==> src/rtl/fmap_streamer_if.sv <==
// -----------------------------------------------------------------------------
// fmap_streamer_if
//   Bundles the frame-request, memory-read and pixel-output signals of
//   fmap_streamer. The streamer uses the slave view. The master view belongs
//   to whatever drives frame requests and hold, and also supplies memory read
//   data.
//
//   start       frame request
//   base_addr   frame start address
//   hold        pause new memory reads
//   mem_rd_en   memory read strobe
//   mem_addr    memory read address
//   mem_rd_data signed read data, one cycle after mem_rd_en
//   out_valid   pixel present on out_data
//   out_data    signed pixel, row-major
//   out_eol     last column of a row
//   busy        frame in progress
//   done        final pixel of the frame
// -----------------------------------------------------------------------------
interface fmap_streamer_if #(
    parameter int In_d_W = 32,
    parameter int ADDR_W = 10
);
    logic                     start;
    logic [ADDR_W-1:0]        base_addr;
    logic                     hold;
    logic                     mem_rd_en;
    logic [ADDR_W-1:0]        mem_addr;
    logic signed [In_d_W-1:0] mem_rd_data;
    logic                     out_valid;
    logic signed [In_d_W-1:0] out_data;
    logic                     out_eol;
    logic                     busy;
    logic                     done;

    modport master (
        output start, base_addr, hold, mem_rd_data,
        input  mem_rd_en, mem_addr, out_valid, out_data, out_eol, busy, done
    );

    modport slave (
        input  start, base_addr, hold, mem_rd_data,
        output mem_rd_en, mem_addr, out_valid, out_data, out_eol, busy, done
    );
endinterface

==> src/rtl/fmap_streamer.sv <==
// -----------------------------------------------------------------------------
// fmap_streamer
//   Reads one W x H feature map from a memory with a one-cycle read latency.
//   Pixels come out in row-major order with a fixed two-cycle delay from read
//   to output. The hold input pauses address generation. Reads that are
//   already in flight still complete.
//
//   Parameters: In_d_W pixel width, W columns, H rows, ADDR_W address width.
//   Ports:      clk, clr (asynchronous, active-high), and bus
//               (fmap_streamer_if.slave, which carries start/base_addr/hold,
//               the memory read port and the pixel output).
//
//   Optional feature: define FMAP_STREAMER_ROW_GAP_EN to insert one idle read
//   cycle after every row except the last. This gives a downstream row buffer
//   a turnaround cycle.
// -----------------------------------------------------------------------------
module fmap_streamer #(
    parameter int In_d_W = 32,
    parameter int W      = 26,
    parameter int H      = 26,
    parameter int ADDR_W = 10
) (
    input  logic            clk,
    input  logic            clr,
    fmap_streamer_if.slave  bus
);
    localparam int COL_W = (W > 1) ? $clog2(W) : 1;
    localparam int ROW_W = (H > 1) ? $clog2(H) : 1;

    typedef enum logic [1:0] {IDLE, STREAM, DRAIN} state_t;

    state_t                   state_q, state_d;
    logic [COL_W-1:0]         col_q;
    logic [ROW_W-1:0]         row_q;
    logic [ADDR_W-1:0]        addr_q;
    logic                     gap_q;
    logic                     rd_issue;
    logic                     col_last, row_last;
    // Per-read tags delayed by one cycle to line up with mem_rd_data.
    logic                     rd_d1, eol_d1, last_d1;
    logic                     out_valid_q, out_eol_q, done_q;
    logic signed [In_d_W-1:0] out_data_q;

    assign col_last = (col_q == COL_W'(W - 1));
    assign row_last = (row_q == ROW_W'(H - 1));

    // NOTE: state registers use non-blocking assignments so every flop samples
    // pre-edge values and simulation matches the synthesized hardware.
    always_ff @(posedge clk or posedge clr) begin
        if (clr) state_q <= IDLE;
        else     state_q <= state_d;
    end

    // NOTE: every signal written here gets a default first. Then no path
    // through the case can leave it unassigned, so no latch is inferred.
    always_comb begin
        state_d  = state_q;
        rd_issue = 1'b0;
        case (state_q)
            IDLE:   if (bus.start) state_d = STREAM;
            STREAM: begin
                // hold acts in the same cycle, so a paused read never goes out.
                rd_issue = !bus.hold && !gap_q;
                if (rd_issue && col_last && row_last) state_d = DRAIN;
            end
            // done_q marks the cycle that carries the final pixel.
            DRAIN:  if (done_q) state_d = IDLE;
            default: state_d = IDLE;
        endcase
    end

`ifdef FMAP_STREAMER_ROW_GAP_EN
    // A row-end read, except on the last row, blocks the next cycle's read.
    always_ff @(posedge clk or posedge clr) begin
        if (clr) gap_q <= 1'b0;
        else     gap_q <= rd_issue && col_last && !row_last;
    end
`else
    assign gap_q = 1'b0;
`endif

    always_ff @(posedge clk or posedge clr) begin
        if (clr) begin
            col_q       <= '0;
            row_q       <= '0;
            addr_q      <= '0;
            rd_d1       <= 1'b0;
            eol_d1      <= 1'b0;
            last_d1     <= 1'b0;
            out_valid_q <= 1'b0;
            out_eol_q   <= 1'b0;
            done_q      <= 1'b0;
            out_data_q  <= '0;
        end else begin
            rd_d1       <= rd_issue;
            eol_d1      <= rd_issue && col_last;
            last_d1     <= rd_issue && col_last && row_last;
            out_valid_q <= rd_d1;
            out_eol_q   <= eol_d1;
            done_q      <= last_d1;
            if (rd_d1) out_data_q <= bus.mem_rd_data;

            if (state_q == IDLE && bus.start) begin
                addr_q <= bus.base_addr;
                col_q  <= '0;
                row_q  <= '0;
            end else if (rd_issue) begin
                // Row-major order makes the address a plain incrementing
                // counter that wraps modulo 2^ADDR_W.
                addr_q <= addr_q + 1'b1;
                if (col_last) begin
                    col_q <= '0;
                    row_q <= row_last ? '0 : row_q + 1'b1;
                end else begin
                    col_q <= col_q + 1'b1;
                end
            end
        end
    end

    assign bus.mem_rd_en = rd_issue;
    assign bus.mem_addr  = addr_q;
    assign bus.out_valid = out_valid_q;
    assign bus.out_data  = out_data_q;
    assign bus.out_eol   = out_eol_q;
    assign bus.done      = done_q;
    assign bus.busy      = (state_q != IDLE);
endmodule

==> src/flat_wrapper.sv <==
// flat-port wrapper written by rule: the top's interface ports become plain ports
module fmap_streamer_flat 
#(
    parameter int In_d_W = 32,
    parameter int W      = 26,
    parameter int H      = 26,
    parameter int ADDR_W = 10
)
  (clk, clr, bus_start, bus_base_addr, bus_hold, bus_mem_rd_data, bus_mem_rd_en, bus_mem_addr, bus_out_valid, bus_out_data, bus_out_eol, bus_busy, bus_done);
  fmap_streamer_if #(.In_d_W(In_d_W), .ADDR_W(ADDR_W)) bus_i ();
  input  logic clk;
  input  logic clr;
  input wire logic [$bits(bus_i.start)-1:0] bus_start;
  input wire logic [$bits(bus_i.base_addr)-1:0] bus_base_addr;
  input wire logic [$bits(bus_i.hold)-1:0] bus_hold;
  input wire logic [$bits(bus_i.mem_rd_data)-1:0] bus_mem_rd_data;
  output wire logic [$bits(bus_i.mem_rd_en)-1:0] bus_mem_rd_en;
  output wire logic [$bits(bus_i.mem_addr)-1:0] bus_mem_addr;
  output wire logic [$bits(bus_i.out_valid)-1:0] bus_out_valid;
  output wire logic [$bits(bus_i.out_data)-1:0] bus_out_data;
  output wire logic [$bits(bus_i.out_eol)-1:0] bus_out_eol;
  output wire logic [$bits(bus_i.busy)-1:0] bus_busy;
  output wire logic [$bits(bus_i.done)-1:0] bus_done;
  assign bus_i.start = bus_start;
  assign bus_i.base_addr = bus_base_addr;
  assign bus_i.hold = bus_hold;
  assign bus_i.mem_rd_data = bus_mem_rd_data;
  assign bus_mem_rd_en = bus_i.mem_rd_en;
  assign bus_mem_addr = bus_i.mem_addr;
  assign bus_out_valid = bus_i.out_valid;
  assign bus_out_data = bus_i.out_data;
  assign bus_out_eol = bus_i.out_eol;
  assign bus_busy = bus_i.busy;
  assign bus_done = bus_i.done;
  fmap_streamer #(.In_d_W(In_d_W), .W(W), .H(H), .ADDR_W(ADDR_W)) u_core (.clk(clk), .clr(clr), .bus(bus_i));
endmodule
==> config.mk <==
export PLATFORM = sky130hd
export DESIGN_NAME = fmap_streamer_flat
export DESIGN_NICKNAME = d
export VERILOG_FILES = /design/src/rtl/fmap_streamer_if.sv /design/src/rtl/fmap_streamer.sv /design/src/flat_wrapper.sv
export SDC_FILE = /design/constraint.sdc
export NUM_CORES = 1
export LEC_CHECK = 0
export CORE_MARGIN = 4
export CORE_UTILIZATION = 42
export DETAILED_ROUTE_END_ITERATION = 12
export HOLD_SLACK_MARGIN = 0.08
export MAX_ROUTING_LAYER = met4
export PLACE_DENSITY = 0.75
export SYNTH_ARGS = -nofsm -noshare
export SYNTH_HDL_FRONTEND = slang
export SYNTH_SLANG_ARGS = --single-unit
==> constraint.sdc <==
create_clock -name clk -period 2.1 [get_ports clk]
set_clock_uncertainty 0.15 [all_clocks]
set_input_delay 0.315 -clock clk [delete_from_list [all_inputs] [get_ports clk]]
set_output_delay 0.315 -clock clk [all_outputs]
set_load 0.02 [all_outputs]
==> impl_summary.md <==
Outcome
The run finished with clean final reports.

Synth
The cell count after synthesis is 208. The net count after synthesis is 259. The Yosys step of the flow raised 0 warnings. sky130_fd_sc_hd__dfrtp_1 is the most common cell in the netlist. The synthesized design contains 60 register bits. The cell area that synthesis handed to floorplanning was between 2000 and 3000 um2. The area share of the leading cell type in the synthesized netlist is approximately 58%. The fraction of registers with async set/reset is 100.0%.

By count the netlist is led by sky130_fd_sc_hd__dfrtp_1, sky130_fd_sc_hd__mux2_2, sky130_fd_sc_hd__nand2_1, sky130_fd_sc_hd__nor2_1, sky130_fd_sc_hd__o21ai_0. The cell accounting for the most synthesized area is sky130_fd_sc_hd__dfrtp_1. The top flip-flop cell by instance count after synthesis is sky130_fd_sc_hd__dfrtp_1. The post-synthesis area per instance is roughly 12 um2. The part of the Yosys area used for sequential elements is 58.42%. By area the synthesized netlist is led by sky130_fd_sc_hd__dfrtp_1, sky130_fd_sc_hd__mux2_2, sky130_fd_sc_hd__nand2_1. Counting flops with a built-in enable in the synthesized netlist gives 0. The number of library cell types mapped by synthesis is 39.

Routing
The via density per instance is just under 5. The total number of vias is ~1900. The remaining routing DRC violations is 0.

The detailed-routing iteration count for the pre-antenna-repair pass is 4. The routed wirelength normalized by instance count is ~15 um. After detailed routing, the total wire length is around 5800 um. The detail route stage leaves a number of antenna-violating nets equal to 0. After the first detailed-routing iteration, the DRC count stood at a little under 60.

Setup path
The largest single stage delay on the critical path is roughly 0.66 ns. The sort of element at the start of the critical path is a register. The worst setup path category is register to output pin.

The number of buffer and inverter instances along the worst setup path is 1. STA puts the critical path data required time at around 1.6 ns. The signal on the critical path passes through clkdlybuf4s50_1. The worst setup path is captured at an output pin. The slowest stage of the critical path belongs to the cell sky130_fd_sc_hd__clkdlybuf4s50_1. The top fanout value on the critical path is 7. STA puts the critical path data arrival time at about 1.5 ns. The kind of cell adding the most delay to the critical path is buffers and inverters.

Clock network
The hold buffer count at CTS is 0. The number of buffers between clock root and the deepest sink is 2. In this run the post-CTS setup repair buffer count came out at 0. In this run the number of H-tree levels came out at 3.

The clock transition at the registers of the reported paths is approximately 0.070 ns. The clock net sink count is 60. The number of buffers created by CTS is 9. At the later pin of the worst-skew pair, clock insertion delay measures about 0.33 ns. The buffer cell driving the clock tree root is sky130_fd_sc_hd__clkbuf_8. The CTS tree is done.

Die
The cell row count is 28. The die is 86.23 um wide. The die covers 7435 um2.

The initial core utilization is 43.41%. The die is around 86 um tall. The number of I/O pins is 93. The region available for standard cell placement spans between 5000 and 6000 um2.

Timing
The shortest period the worst path allows is 1.918 ns. Headroom to the max-slew limit came out at between 60% and 70%. The slew of the pin with the lowest slew margin is roughly 0.55 ns. The count of final max-slew check failures is 0. The highest clock rate is around 0.52 GHz. In the final timing run, aggregate negative setup slack is 0 ns.

Setup repair after global routing left no endpoint under its margin. The hold violation total from the final report is 0. Setup violations remaining at the end of the flow were counted as 0. The portion of the clock cycle consumed by the worst path in the final layout is between 90% and 100%.

Flow run
The max-cap violation count is 0.

Power and ir drop
In this run the static leakage power is about 1.6 nW. Power spread over the standard cell area amounts to 960.0 nW/um2. The total net switching power is 1.124 mW.

The proportion of total power due to net switching is a little under a third. The sequential share of power is between 40% and 50%. Internal power comes to roughly 2.5 mW. The worst IR drop on VDD is 0.5826 mV.

The clock network power share is roughly 28%. The combinational group share of total power is 28.8%.

Placement
The final weighted congestion in routability-driven placement is around 0.81. The sum of net half-perimeters after detailed placement is roughly 4200 um. Port buffering added 92 buffers.

GRT
The number of antenna violations at the first check in global routing is 0. The via count of the first global-routing pass is a little under 2000. The all-layer global routing usage is ~17%.

The pin count of the biggest net entering global routing is 50. For this run the aggregate overflow at the end of global routing stands at 0. The first global-routing pass estimated about 9500 um of wire.

Final layout
The share of cells above drive strength 1 is slightly below 20%. The area growth from synthesis to layout is 48.54%. The filler cells instantiated in the layout total 474.

The count of inserted antenna diode cells is 0. The final core area utilization is around 64%. The count of nets after finishing is between 300 and 400.

Min path
The worst hold path class is input pin to async pin.
-- layout make-up --
class                           instances  area (um2)  area share [%]
Clock buffer                           12       155.1           4.064
Multi-Input combinational cell        131       992.2           25.99
Clock inverter                          4       47.55           1.245
Inverter                                8       30.03          0.7866
Tap cell                               75       93.84           2.458
Sequential cell                        60        1504           39.40
Timing Repair Buffer                  100       994.7           26.06
-- worst paths after layout --
check	from	end	slack [ns]	depth (start not counted)
max in group asynchronous	clr	u_core.state_q[0]$_DFFE_PP0P_	1.15	3
worst min-delay path	clr	u_core.bus.mem_addr[7]$_DFFE_PP0P_	0.09	2
worst min register to register	u_core.eol_d1$_DFF_PP0_	u_core.bus.out_eol$_DFF_PP0_	0.19	0
worst max-delay path	u_core.bus.mem_addr[3]$_DFFE_PP0P_	bus_mem_addr[3]	0.18	1
worst max register to register	u_core.col_q[1]$_DFFE_PP0P_	u_core.row_q[2]$_DFFE_PP0P_	0.26	6
min in group clk	u_core.eol_d1$_DFF_PP0_	u_core.bus.out_eol$_DFF_PP0_	0.19	0
-- cells by family (layout without fill, tap and decap cells) --
family,count (synthesis),in the layout,synth area share (%)
flip-flops,60,60,58.42
AND/OR/NAND/NOR,55,55,11.54
multiplexers,33,33,14.41
AO/OA/AOI/OAI,29,29,7.157
buffers and inverters,17,124,2.970
XOR/XNOR,9,9,3.067
adder cells (fa/ha/maj),5,5,2.434
-- registers in the layout, indices dropped and copies added, names as in the netlist --
| signal | cells |
|---|---|
| u_core.bus.done | 1 |
| u_core.bus.mem_addr | 10 |
| u_core.bus.out_data | 32 |
| u_core.bus.out_eol | 1 |
| u_core.bus.out_valid | 1 |
| u_core.col_q | 5 |
| u_core.eol_d1 | 1 |
| u_core.last_d1 | 1 |
| u_core.rd_d1 | 1 |
| u_core.row_q | 5 |
| u_core.state_q | 2 |
-- layout by cell type (no fill, tap or decap), types with 2 or more instances in the layout --
master                             n
sky130_fd_sc_hd__mux2_2           32
sky130_fd_sc_hd__buf_4             7
sky130_fd_sc_hd__a211oi_1          3
sky130_fd_sc_hd__nor2_1           10
sky130_fd_sc_hd__clkinv_2          2
sky130_fd_sc_hd__or3_1             2
sky130_fd_sc_hd__dfrtp_2           2
sky130_fd_sc_hd__clkdlybuf4s50_1  90
sky130_fd_sc_hd__a2111oi_0         2
sky130_fd_sc_hd__ha_1              5
sky130_fd_sc_hd__and4b_1           2
sky130_fd_sc_hd__o21ai_0          10
sky130_fd_sc_hd__and3_1            2
sky130_fd_sc_hd__nand3_1           5
sky130_fd_sc_hd__dfrtp_1          58
sky130_fd_sc_hd__clkbuf_8         11
sky130_fd_sc_hd__nand4_1           2
sky130_fd_sc_hd__inv_1             7
sky130_fd_sc_hd__nand2_1          18
sky130_fd_sc_hd__a311oi_1          2
sky130_fd_sc_hd__xor2_1            2
sky130_fd_sc_hd__xnor2_1           7
sky130_fd_sc_hd__a21oi_1           7
sky130_fd_sc_hd__nor3_1            5
-- timing repair --
item                                    4_1_cts  5_1_grt
resized for setup                             2        2
cloned                                        0        0
endpoints found under the setup margin        2        1
-- worst reg2reg max path, cell delays in order (launching register included) --
cell,delay (ns)
sky130_fd_sc_hd__dfrtp_1,0.40
sky130_fd_sc_hd__inv_1,0.07
sky130_fd_sc_hd__ha_1,0.13
sky130_fd_sc_hd__and4b_1,0.33
sky130_fd_sc_hd__nand2_4,0.08
sky130_fd_sc_hd__or4_1,0.46
sky130_fd_sc_hd__a21oi_1,0.15
-- metal layers --
layer	global-route usage, %	wire length [um]	vias to the layer above
met4	5.949	77	0
met3	4.848	511	7
met2	23.48	2413	77
li1	-	-	937
met5	-	0	-
met1	22.94	2764	914
-- metrics by stage --
stage	cells	setup slack [ns]	hold slack [ns]	area, um2	power, mW
floorplan	208	0.1503	0.1812	2570	2.119
global placement	374	0.02088	0.1847	3611	2.631
detailed placement	374	0.006778	0.1871	3611	2.656
CTS	390	0.03631	0.08936	3814	3.707
global route	390	0.1187	0.1072	3817	3.869
finish	390	0.1817	0.09298	3817	3.665
-- power by group through the flow --
stage	combinational, mW	sequential (mW)	clock, mW
after detailed placement	1.07	1.59	0
final	1.05	1.57	1.04
after global placement	1.04	1.59	0
after CTS	1.07	1.57	1.07
after global routing	1.15	1.61	1.11
after floorplan	0.364	1.76	0
Note: power is estimated with default switching activity, not from simulation.
